$ cat src/rtl/clk_div_prog.sv
// Runtime-programmable integer clock divider with 50% duty for even and odd ratios.
// Ratio changes and start/stop are deferred to output-period boundaries so clk_out never glitches.
module clk_div_prog #(
  parameter int unsigned DIV_W       = 8,
  parameter int unsigned DEFAULT_DIV = 3
) (
  input  logic             clk,
  input  logic             rst,
  input  logic             en,
  input  logic [DIV_W-1:0] div_in,
  input  logic             load,
  output logic             clk_out,
  output logic             tick,
  output logic             ack,
  output logic             err,
  output logic             running
);

  typedef enum logic [1:0] {
    IDLE,
    RUN,
    STOPPING
  } state_t;

  state_t           state_q, state_d;
  logic [DIV_W-1:0] cnt_q, cnt_d;
  logic [DIV_W-1:0] div_q, div_d;
  logic [DIV_W-1:0] pend_q, pend_d;
  logic             pend_valid_q, pend_valid_d;
  logic             p_q, p_d;
  logic             n_q;
  logic             ack_q, ack_d;
  logic             err_q, err_d;
  logic             load_ok;
  logic             boundary;

  assign load_ok  = load && (div_in >= DIV_W'(2));
  assign boundary = (cnt_q == div_q - DIV_W'(1));

  always_comb begin
    state_d      = state_q;
    cnt_d        = cnt_q;
    div_d        = div_q;
    pend_d       = pend_q;
    pend_valid_d = pend_valid_q;
    ack_d        = 1'b0;
    err_d        = load && !load_ok;

    if (load_ok) begin
      pend_d       = div_in;
      pend_valid_d = 1'b1;
    end

    case (state_q)
      IDLE: begin
        cnt_d = '0;
        if (load_ok) begin
          div_d        = div_in;
          pend_valid_d = 1'b0;
          ack_d        = 1'b1;
        end else if (pend_valid_q) begin
          div_d        = pend_q;
          pend_valid_d = 1'b0;
          ack_d        = 1'b1;
        end
        if (en) state_d = RUN;
      end
      RUN, STOPPING: begin
        cnt_d = boundary ? '0 : cnt_q + DIV_W'(1);
        if (boundary) begin
          // A load sampled on the boundary itself stays pending for the next boundary.
          if (pend_valid_q) begin
            div_d        = pend_q;
            ack_d        = 1'b1;
            pend_valid_d = load_ok;
          end
          state_d = en ? RUN : IDLE;
        end else begin
          state_d = en ? RUN : STOPPING;
        end
      end
      default: state_d = IDLE;
    endcase

    // p_q is registered from next-state values so it lines up with cnt_q of the same cycle.
    p_d = (state_d != IDLE) && (cnt_d < (div_d >> 1));
  end

  always_ff @(posedge clk or posedge rst) begin
    if (rst) begin
      state_q      <= IDLE;
      cnt_q        <= '0;
      div_q        <= DIV_W'(DEFAULT_DIV);
      pend_q       <= '0;
      pend_valid_q <= 1'b0;
      p_q          <= 1'b0;
      ack_q        <= 1'b0;
      err_q        <= 1'b0;
    end else begin
      state_q      <= state_d;
      cnt_q        <= cnt_d;
      div_q        <= div_d;
      pend_q       <= pend_d;
      pend_valid_q <= pend_valid_d;
      p_q          <= p_d;
      ack_q        <= ack_d;
      err_q        <= err_d;
    end
  end

  // Half-cycle extension of the high phase for odd ratios.
  always_ff @(negedge clk or posedge rst) begin
    if (rst) n_q <= 1'b0;
    else     n_q <= p_q & div_q[0];
  end

  assign clk_out = p_q | n_q;
  assign tick    = (state_q == RUN) && (cnt_q == '0);
  assign ack     = ack_q;
  assign err     = err_q;
  assign running = (state_q != IDLE);

endmodule

$ cat config.mk
export PLATFORM = sky130hd
export DESIGN_NAME = clk_div_prog
export DESIGN_NICKNAME = d
export VERILOG_FILES = /design/src/rtl/clk_div_prog.sv
export SDC_FILE = /design/constraint.sdc
export NUM_CORES = 1
export LEC_CHECK = 0
export CAP_MARGIN = 20
export CORE_MARGIN = 3
export CORE_UTILIZATION = 52
export DETAILED_ROUTE_END_ITERATION = 10
export MAX_ROUTING_LAYER = met4
export PLACE_DENSITY = 0.75
export SLEW_MARGIN = 20
export SYNTH_ARGS = -nofsm -noshare
export SYNTH_HDL_FRONTEND = slang
export SYNTH_SLANG_ARGS = --single-unit
export TNS_END_PERCENT = 100
$ cat constraint.sdc
create_clock -name clk -period 3.5 [get_ports clk]
set_input_delay 0.35 -clock clk [delete_from_list [all_inputs] [get_ports clk]]
set_output_delay 0.35 -clock clk [all_outputs]
set_load 0.01 [all_outputs]
## Yosys cells after proc, flatten, opt, wreduce, memory -nomap -nowiden

Index checks and enable logic that the tools add are counted.

- Bits of input ports: 12
- Register bits after elaboration: 31
- Word-level logic and storage cells: 53

- Equality and inequality tests: 4
- Multiplexer cells: 21
- Add/subtract/negate cells: 2
- Bitwise logic cells: 2
- $lt $le $gt $ge: 2
- Reduce and logical (&&, ||, !) cells: 12

Operator list:

| kind | count |
|---|---|
| $mux W8 | 4 |
| $pmux W8 S2 | 2 |
| $mux W1 | 9 |
| $add A8 B1 Y8 const B | 1 |
| $eq A8 B8 Y1 | 1 |
| $ge A8 B2 Y1 const B | 1 |
| $logic_not A8 Y1 | 1 |
| $lt A8 B7 Y1 | 1 |
| $sub A8 B1 Y8 const B | 1 |
| $mux W2 | 3 |
| $reduce_bool A2 Y1 | 3 |
| $logic_and A1 B1 Y1 | 4 |
| $pmux W1 S2 | 2 |
| $pmux W2 S2 | 1 |
| $eq A2 B1 Y1 const B | 1 |
| $eq A2 B2 Y1 const B | 1 |
| $logic_not A2 Y1 | 1 |
| $ne A2 B2 Y1 const B | 1 |
| $reduce_and A2 Y1 | 1 |
| $reduce_or A2 Y1 | 1 |
| $and A1 B1 Y1 | 1 |
| $logic_not A1 Y1 | 1 |
| $or A1 B1 Y1 | 1 |

## Longest topological paths before layout

Gate-level depths: netlist of run 1.

- Depth in word-level cells: 6
- Gate-level depth with buffers: 17
- Depth with buffers taken out: 15

==> impl_metrics.json, run 1 <==
{
  "via_per_inst": 6.25,
  "postRouteAntennaNets": 0,
  "antenna_found_initial": 0,
  "syn_nets": 259,
  "synth_cells": 235,
  "synth_area_sq_um": 2130,
  "num_vias": 1989,
  "cts_root_buf": "clkbuf_8",
  "crit_end": "p_q$_DFF_PP0_",
  "drive_above_1_share": 0.211,
  "hold_buffers": 0,
  "synth_top_area_frac": 0.328,
  "synthDistinctLibCells": 58,
  "grt_usage": 0.245,
  "areaGrowthSynthToFinish_pct": 25.0,
  "final_max_slew_viol_count": 0,
  "grt_use_met2": 0.358,
  "p_int_w": 0.00140,
  "grt.busiest_layer": "met2",
  "crit_chain": "inv_1 > ha_2 > or3_4 > a31oi_4 > and2_4 > o211ai_2 > a21o_4 > buf_6 > a221oi_2 > ha_1 > a21o_1 > a2111oi_4 > o311ai_1 > a221oi_2",
  "finalPower_w": 0.00246,
  "critPathSlowestCell": "dfstp_2",
  "slowest_delay_ps": 530,
  "ys.flop_type": "dfrtp_1",
  "fin_skew_ps": 7.24,
  "r2r_start": "div_q[0]$_DFFE_PP1P_",
  "fin_setup_tns_ps": 0,
  "hp-class": "flop to flop",
  "r2r_cells": 14,
  "cts_num_sinks": 31,
  "worst-path-max-fanout": 5,
  "p_sw_frac": 0.432,
  "htree_num_levels": 2,
  "clkTransAtPathRegs_ps": 60,
  "crit_path_frequent_cell": "a221oi_2",
  "use_met3": 0.0691,
  "cap_violations": 0,
  "p_leak_nw": 1.22,
  "drt_pass1_iterations": 4,
  "finalSetupViolCount": 0,
  "status": "complete, no violations",
  "start_util": 0.562,
  "clock_latency_ps": 290,
  "synthTopCellsByArea": "dfrtp_1, ha_1, nand2_1, and3_1, a21oi_1",
  "cts.path.max_buffers": 2,
  "die_h_um": 70.1,
  "row_count": 22,
  "p_sw_w": 0.00106,
  "avgRoutedWirePerCell_um": 17.8,
  "gp_congestion": 0.926,
  "grt_max_degree": 31,
  "synth_top_cell_by_area": "dfrtp_1",
  "start_kind": "flop",
  "routed_wl_um": 5660,
  "async_flop_share": 1.00,
  "synth_most_common_cell": "nand2_1",
  "required_ps": 3700,
  "combPwrFrac": 0.638,
  "drtIter0Drc": 138,
  "power_density_nw_per_um2": 921,
  "io_pins": 17,
  "slew_headroom": 0.647,
  "use_met1": 0.321,
  "hold_viol_final": 0,
  "numCtsBuffers": 5,
  "tightest_slew_ps": 525,
  "arrival_ps": 3650,
  "syn_area_per_cell_sq_um": 9.08,
  "end_kind": "flop",
  "die_w_um": 70.1,
  "die-area_sq_um": 4910,
  "ys_seq_area_frac": 0.365,
  "grt_pass1_vias": 1897,
  "r2r_slack_ps": 50,
  "insertedDiodeCount": 0,
  "worstSetupStartpoint": "div_q[0]$_DFFE_PP1P_",
  "final_nets": 293,
  "ys_seq_elements": 31,
  "criticalPathCategory": "flop to flop",
  "grt_overflow": 0,
  "place_hpwl_um": 4130,
  "grt_pass1_wl_um": 9160,
  "ir_drop_uv": 732,
  "core_area_sq_um": 3800,
  "seqPwrFrac": 0.237,
  "fin_util": 0.702,
  "r2r_end": "p_q$_DFF_PP0_",
  "ys_top_cells_by_count": "nand2_1, dfrtp_1, ha_1",
  "rsz0062_at_grt": "yes",
  "synth_edf_count": 0,
  "port_buffers": 16,
  "clkPwrFrac": 0.125,
  "finalCriticalPeriod_ps": 3450,
  "route.detailed.drc": 0,
  "cts_tree": "built",
  "clock.fmax_mhz": 290,
  "period_share": 0.986,
  "ys_warn_count": 0
}
## registers in the layout, indices dropped and copies added, names as in the netlist
name,flops
pend_q,8
cnt_q,8
p_q,1
n_q,1
state_q,2
ack,1
pend_valid_q,1
err,1
div_q,8
## power by group through the flow
stage / clock [W] / sequential, W / combinational (W)
after floorplan: 0 / 0.000544 / 0.000971
after global placement: 0 / 0.000578 / 0.00131
after detailed placement: 0 / 0.000576 / 0.00133
after CTS: 0.000315 / 0.000577 / 0.00142
after global routing: 0.000332 / 0.000595 / 0.00173
final: 0.000306 / 0.000584 / 0.00157
## critical path, delay by kind of cell, from the launching register on
| kind | cells | cell delay [ps] |
|---|---|---|
| buf+inv | 2 | 160 |
| simple gates | 2 | 560 |
| fa+ha+maj | 2 | 470 |
| compound gates | 8 | 1620 |
| flops | 1 | 530 |
## cells by family (layout without fill, tap and decap cells)
group	Yosys count	after routing	synth area share
buffers and inverters	24	59	0.0563
xor gates and xnor gates	10	10	0.0410
adders and majority gates	12	12	0.0703
and+or+nand+nor	90	90	0.212
muxes	3	3	0.0141
DFF	31	31	0.365
AOI/OAI and AO/OA	65	65	0.242
## worst min path at each step
stage | start | end | slack, ps | cells after the start
after floorplan | en | state_q[1]$_DFF_PP0_ | 420 | 1
after global placement | pend_q[0]$_DFFE_PP0P_ | pend_q[0]$_DFFE_PP0P_ | 460 | 2
after global routing | pend_q[1]$_DFFE_PP0P_ | pend_q[1]$_DFFE_PP0P_ | 500 | 2
after CTS | pend_q[0]$_DFFE_PP0P_ | pend_q[0]$_DFFE_PP0P_ | 480 | 2
after detailed placement | pend_q[0]$_DFFE_PP0P_ | pend_q[0]$_DFFE_PP0P_ | 460 | 2
final | pend_q[0]$_DFFE_PP0P_ | pend_q[0]$_DFFE_PP0P_ | 470 | 2
## per-stage QoR
stage,std cells,cell area (sq um),setup WS [ps],hold WS [ps]
finish,318,2670,50.4,473
global route,318,2670,-109,504
floorplan,235,2150,26.7,417
detailed placement,306,2440,-63.7,462
CTS,316,2600,-1.97,477
global placement,306,2440,-5.81,462
## cells in the final DEF (no fill, tap or decap), types with 2 or more instances in the layout
| cell | Yosys | layout |
|---|---|---|
| nor2b_1 | 3 | 3 |
| mux2i_1 | 3 | 3 |
| and3_1 | 9 | 9 |
| xor2_1 | 6 | 6 |
| nand2b_1 | 3 | 3 |
| nor4_1 | 3 | 2 |
| nor3_1 | 11 | 11 |
| inv_1 | 11 | 11 |
| xnor2_1 | 4 | 4 |
| a22o_1 | 5 | 5 |
| a21oi_1 | 11 | 11 |
| a221oi_2 | 1 | 6 |
| nand3_1 | 8 | 8 |
| nand4_1 | 2 | 2 |
| dfrtp_1 | 28 | 28 |
| a221o_1 | 5 | 5 |
| ha_1 | 12 | 11 |
| nand2_1 | 31 | 31 |
| o21ai_1 | 0 | 2 |
| clkdlybuf4s50_1 | 0 | 15 |
| o21ai_0 | 10 | 8 |
| a211oi_1 | 3 | 3 |
| nor2_1 | 10 | 10 |
| buf_4 | 1 | 22 |
| clkbuf_8 | 0 | 7 |
| buf_6 | 3 | 2 |
| o31ai_1 | 2 | 2 |
| dfstp_2 | 2 | 2 |
## layer usage
| layer | vias to the layer above | wire, um |
|---|---|---|
| met5 | - | 0 |
| met2 | 71 | 2610 |
| met4 | 0 | 148 |
| li1 | 944 | - |
| met3 | 13 | 346 |
| met1 | 961 | 2560 |
## repair_timing
action,CTS,global route
setup endpoints to repair,2,1
pin swaps,10,9
resized for setup,9,8
setup buffers,2,2
## layout make-up
type                    count  area, sq um
flip-flops and latches     31          778
fillers                   290         1130
multi-input cells         180         1340
inverters                  11         41.3
clock buffers               8          100
repair buffers             40          347
well taps                  48         60.1
Power figures use the tool's default switching activity.
==> inputs of run 2 (changes only) <==
--- a/config.mk
+++ b/config.mk
@@ -10,7 +10,7 @@
 export CORE_UTILIZATION = 52
 export DETAILED_ROUTE_END_ITERATION = 10
 export MAX_ROUTING_LAYER = met4
-export PLACE_DENSITY = 0.75
+export PLACE_DENSITY_LB_ADDON = 0.08
 export SLEW_MARGIN = 20
 export SYNTH_ARGS = -nofsm -noshare
 export SYNTH_HDL_FRONTEND = slang
==> run 2 against run 1 <==
Fmax is 0.51% higher. Via count is 3.3% lower. Core utilization down 1.7 points. First-iteration DRC count is 58% higher. Hold slack better by 19 ps. Clock skew rose by 1.1 ps. Design area shrank 2.4%. Count of clock-buffer cells in the layout shrank 3. Sequential power is essentially flat. Worst setup slack gained 1.6 ps. Combinational power down 8%.
==> impl_metrics.json, run 2 (synthesized netlist as in run 1, its figures left out) <==
{
  "die_h_um": 70.1,
  "drt_pass1_iterations": 6,
  "tightest_slew_ps": 478,
  "cts_tree": "built",
  "avgRoutedWirePerCell_um": 17.2,
  "period_share": 0.985,
  "final_nets": 287,
  "grt_usage": 0.224,
  "path_buf_inv": 1,
  "fin_skew_ps": 8.29,
  "drive_above_1_share": 0.205,
  "finalCriticalPeriod_ps": 3450,
  "clock.fmax_mhz": 291,
  "slowest_delay_ps": 480,
  "r2r_start": "div_q[1]$_DFF_PP1_",
  "hold_buffers": 0,
  "wl_met2_um": 2480,
  "route.detailed.drc": 0,
  "wl_met1_um": 2520,
  "cts.path.max_buffers": 2,
  "start_kind": "flop",
  "slew_headroom": 0.673,
  "clkTransAtPathRegs_ps": 60,
  "ir_drop_uv": 612,
  "timing.hold.ws_ps": 492,
  "grt_pass1_vias": 1729,
  "hp-class": "flop to flop",
  "port_buffers": 16,
  "mostFrequentLayoutCells": "nand2_1, dfrtp_1, buf_4, clkdlybuf4s50_1",
  "place_hpwl_um": 4040,
  "drtIter0Drc": 218,
  "row_count": 22,
  "arrival_ps": 3100,
  "nFillCells": 309,
  "worst-path-max-fanout": 1,
  "top_regs": "cnt_q (8), div_q (8), pend_q (8)",
  "hold_path_startpoint": "pend_q[0]$_DFFE_PP0P_",
  "hold_viol_final": 0,
  "criticalPathCategory": "flop to primary output",
  "crit_chain": "or2_2 > clkdlybuf4s50_1",
  "grt_pass1_wl_um": 8540,
  "antenna_found_initial": 0,
  "cap_violations": 0,
  "htree_num_levels": 2,
  "rsz0062_at_grt": "yes",
  "worstSetupStartpoint": "n_q$_DFF_NP0_",
  "io_pins": 17,
  "postRouteAntennaNets": 0,
  "cts_root_buf": "clkbuf_8",
  "critPathSlowestCell": "clkdlybuf4s50_1",
  "fin_util": 0.685,
  "cp_top_family": "buffers and inverters",
  "required_ps": 3150,
  "die_w_um": 70.1,
  "cts_num_sinks": 31,
  "highest_layer": "met4",
  "final_max_slew_viol_count": 0,
  "areaGrowthSynthToFinish_pct": 22.0,
  "clock_latency_ps": 290,
  "gp_congestion": 0.835,
  "layout.cells.most_common": "nand2_1",
  "numCtsBuffers": 5,
  "power_density_nw_per_um2": 887,
  "grt_max_degree": 31,
  "start_util": 0.562,
  "routed_wl_um": 5370,
  "die-area_sq_um": 4910,
  "p_leak_nw": 1.18,
  "end_kind": "primary output",
  "insertedDiodeCount": 0,
  "num_vias": 1923,
  "via_per_inst": 6.16,
  "finalSetupViolCount": 0,
  "grt_overflow": 0,
  "met3RoutedLength_um": 325,
  "status": "complete, no violations",
  "core_area_sq_um": 3800
}
==> run 2: changes by cell type in the layout (fill, tap and decap cells not counted), sizes merged <==
cell,before,now
clkinv,0,3
clkbuf,8,5
clkdlybuf4s50,15,16
a21o,2,3
dlygate4sd2,1,0
buf,24,17
==> run 2: routing by layer <==
metal	GRT usage	vias to the layer above
met4	0.0511	0
met5	-	-
met3	0.0417	9
li1	-	931
met2	0.326	75
met1	0.325	908
==> run 2: timing repair <==
action                                  4_1_cts  5_1_grt
endpoints found under the setup margin        1        1
gates resized for setup                       1       16
buffers inserted                              0        1
pin swaps                                     0       11
gates cloned                                  0        1
==> run 2: worst reg2reg max path, delay by kind of cell, from the launching register on <==
kind	cells	cell delay [ps]
buffers and inverters	1	50
adder cells (fa/ha/maj)	2	450
AND/OR/NAND/NOR	5	890
AO/OA/AOI/OAI	7	1390
flip-flops	1	540
==> run 2: final timing paths <==
| path | to | slack, ps | cells after the start |
|---|---|---|---|
| worst max-delay path | clk_out | 50 | 2 |
| worst min-delay path | pend_q[0]$_DFFE_PP0P_ | 490 | 2 |
| worst max register to register | p_q$_DFF_PP0_ | 70 | 15 |
| worst min register to register | pend_q[0]$_DFFE_PP0P_ | 490 | 2 |
| max in group asynchronous | n_q$_DFF_NP0_ | 1500 | 2 |
| min in group asynchronous | div_q[4]$_DFF_PP0_ | 510 | 3 |
==> run 2: layout make-up <==
type | instances | area [sq um] | share of cell area
clock buffers | 5 | 68.8 | 0.0264
clock inverters | 3 | 15.0 | 0.00577
inverters | 11 | 41.3 | 0.0159
multi-input cells | 181 | 1350 | 0.519
flip-flops and latches | 31 | 778 | 0.299
well taps | 48 | 60.1 | 0.0231
repair buffers | 33 | 288 | 0.111
==> run 2: where the power goes <==
group / switching [W] / internal (W)
clock network: 0.000137 / 0.000136
registers: 0.000125 / 0.000463
logic: 0.000776 / 0.000674
==> run 2: stage by stage <==
stage / power (W) / worst slack [ps] / std cells / area (sq um) / setup TNS, ps
floorplan: 0.00151 / 26.7 / 235 / 2150 / 0
global placement: 0.00185 / 43.8 / 302 / 2410 / 0
detailed placement: 0.00186 / -3.22 / 302 / 2410 / -3.22
CTS: 0.00215 / 13.8 / 310 / 2500 / 0
global route: 0.00248 / -66.3 / 312 / 2600 / -66.3
finish: 0.00231 / 52.0 / 312 / 2600 / 0
==> inputs of run 3 (changes only) <==
--- a/config.mk
+++ b/config.mk
@@ -6,8 +6,8 @@
 export NUM_CORES = 1
 export LEC_CHECK = 0
 export CAP_MARGIN = 20
-export CORE_MARGIN = 3
 export CORE_UTILIZATION = 52
+export CTS_CLUSTER_DIAMETER = 60
 export DETAILED_ROUTE_END_ITERATION = 10
 export MAX_ROUTING_LAYER = met4
 export PLACE_DENSITY_LB_ADDON = 0.08
==> run 3 against run 2 <==
Wire length rose by 2.5%. First-iteration DRC count fell by 18%. Register-to-register slack worse by 20 ps. Sequential share of layout area is 0.69 points lower. Core utilization rose by 1.6 points. Hold slack worse by 8.1 ps. Combinational power increased by 6%. Global-route usage rose by 6.0 points. Final cell count increased by 1.3%. Clock power about the same. Sequential power is 2% higher. Count of clock-buffer cells in the layout unchanged. Largest cell class unchanged.
==> impl_metrics.json, run 3 (synthesized netlist as in run 1, its figures left out) <==
{
  "start_util": 0.562,
  "antenna_found_initial": 0,
  "fin_cells": 316,
  "grt_overflow": 0,
  "drt_pass1_iterations": 4,
  "cts_tree": "built",
  "insertedDiodeCount": 0,
  "hold_path_startpoint": "pend_q[0]$_DFFE_PP0P_",
  "start_kind": "flop",
  "required_ps": 3150,
  "clock.fmax_mhz": 290,
  "hold_buffers": 0,
  "numCtsBuffers": 5,
  "cap_violations": 0,
  "slew_headroom": 0.673,
  "whs_endpoint": "pend_q[0]$_DFFE_PP0P_",
  "areaGrowthSynthToFinish_pct": 24.9,
  "routed_wl_um": 5510,
  "crit_chain": "or2_2 > clkdlybuf4s50_1",
  "grt_max_degree": 31,
  "status": "complete, no violations",
  "clock_latency_ps": 290,
  "cp_top_family": "buffers and inverters",
  "die_w_um": 66.1,
  "grt_pass1_vias": 1811,
  "grt_pass1_wl_um": 8790,
  "clkTransAtPathRegs_ps": 60,
  "place_hpwl_um": 4060,
  "dpl_cell_area_sq_um": 2430,
  "r2r_slack_ps": 50,
  "drtIter0Drc": 178,
  "fin_setup_tns_ps": 0,
  "gp_congestion": 0.894,
  "row_count": 22,
  "path_buf_inv": 1,
  "route.detailed.drc": 0,
  "worst-path-max-fanout": 1,
  "drive_above_1_share": 0.231,
  "fin_skew_ps": 6.12,
  "io_pins": 17,
  "mostFrequentLayoutCells": "nand2_1, dfrtp_1, buf_4, clkdlybuf4s50_1",
  "arrival_ps": 3110,
  "avgRoutedWirePerCell_um": 17.4,
  "finalSetupViolCount": 0,
  "htree_num_levels": 2,
  "timing.hold.ws_ps": 483,
  "final_nets": 291,
  "layout.cells.most_common": "nand2_1",
  "tightest_slew_ps": 478,
  "hold_depth": 2,
  "cts_num_sinks": 31,
  "r2r_start": "div_q[0]$_DFFE_PP1P_",
  "setup_slack_ps": 43.1,
  "p_leak_nw": 1.21,
  "critPathSlowestCell": "clkdlybuf4s50_1",
  "top_regs": "cnt_q (8), div_q (8), pend_q (8)",
  "via_per_inst": 6.07,
  "ir_drop_uv": 565,
  "die_h_um": 66.1,
  "num_vias": 1919,
  "dp_cells": 305,
  "criticalPathCategory": "flop to primary output",
  "die-area_sq_um": 4370,
  "power_density_nw_per_um2": 899,
  "end_kind": "primary output",
  "nFillCells": 306,
  "core_area_sq_um": 3800,
  "hp-class": "flop to flop",
  "postRouteAntennaNets": 0,
  "final_max_slew_viol_count": 0,
  "dp_slack_ps": -77.6,
  "hold_viol_final": 0,
  "grt_usage": 0.284,
  "r2r_cells": 13,
  "cts.path.max_buffers": 2,
  "cts_root_buf": "clkbuf_8",
  "r2r_end": "p_q$_DFF_PP0_",
  "period_share": 0.988,
  "slowest_delay_ps": 480,
  "finalCriticalPeriod_ps": 3460,
  "rsz0062_at_grt": "yes",
  "final_area_sq_um": 2670,
  "port_buffers": 16
}
[run 3: changes by cell type in the layout (fill, tap and decap cells not counted), sizes merged]
cell / previous run / this run
a21o: 3 / 2
buf: 17 / 22
[run 3: worst register-to-register path, cell delays in order (launching register included)]
cell and delay (ps):
dfstp_2 550, inv_2 50, ha_4 150, or3_1 350, a31oi_2 230, and2_4 210, o211ai_2 90, a21o_4 270
a221oi_2 280, ha_1 290, a21o_1 210, a2111oi_4 290, o311ai_1 150, a221oi_1 240
[run 3: how the worst max path moves through the flow]
stage	startpoint	cells after the start	end	slack (ps)
floorplan	div_q[0]$_DFFE_PP1P_	15	p_q$_DFF_PP0_	30
global placement	div_q[0]$_DFFE_PP1P_	13	p_q$_DFF_PP0_	10
global route	div_q[0]$_DFFE_PP1P_	13	p_q$_DFF_PP0_	-40
detailed placement	div_q[0]$_DFFE_PP1P_	13	p_q$_DFF_PP0_	-80
finish	n_q$_DFF_NP0_	2	clk_out	40
CTS	div_q[0]$_DFFE_PP1P_	13	p_q$_DFF_PP0_	30
[run 3: area by class of cell]
| class | count | area (sq um) | share of cell area |
|---|---|---|---|
| tap | 48 | 60.1 | 0.0225 |
| sequential | 31 | 778 | 0.292 |
| multi-input combinational | 180 | 1370 | 0.514 |
| inverter | 11 | 41.3 | 0.0155 |
| clock inverter | 3 | 15.0 | 0.00563 |
| clock buffer | 5 | 68.8 | 0.0258 |
| timing repair buffer | 38 | 333 | 0.125 |
[run 3: what timing repair did]
item	in CTS	in global routing
gates resized for setup	3	20
setup endpoints to repair	1	1
cloned	0	0
setup buffers	0	3
pin swaps	1	17
[run 3: routing by layer]
layer,vias to the layer above,GRT usage,wire [um]
met1,907,0.383,2590
li1,935,-,-
met3,15,0.0552,283
met2,62,0.420,2510
met4,0,0.114,125
met5,-,-,0
[run 3: per-stage QoR]
step	power, W	utilization
after global routing	0.00257	0.702
final	0.00240	0.702
after CTS	0.00219	0.665
after floorplan	0.00151	-
after global placement	0.00187	0.641
after detailed placement	0.00189	0.641
[run 3: where the power goes]
group	switching (W)	internal (W)	leakage (nW)
Combinational	0.000792	0.000733	0.765
Sequential	0.000133	0.000463	0.394
Clock	0.000139	0.000136	0.0477
Total	0.00106	0.00133	1.21
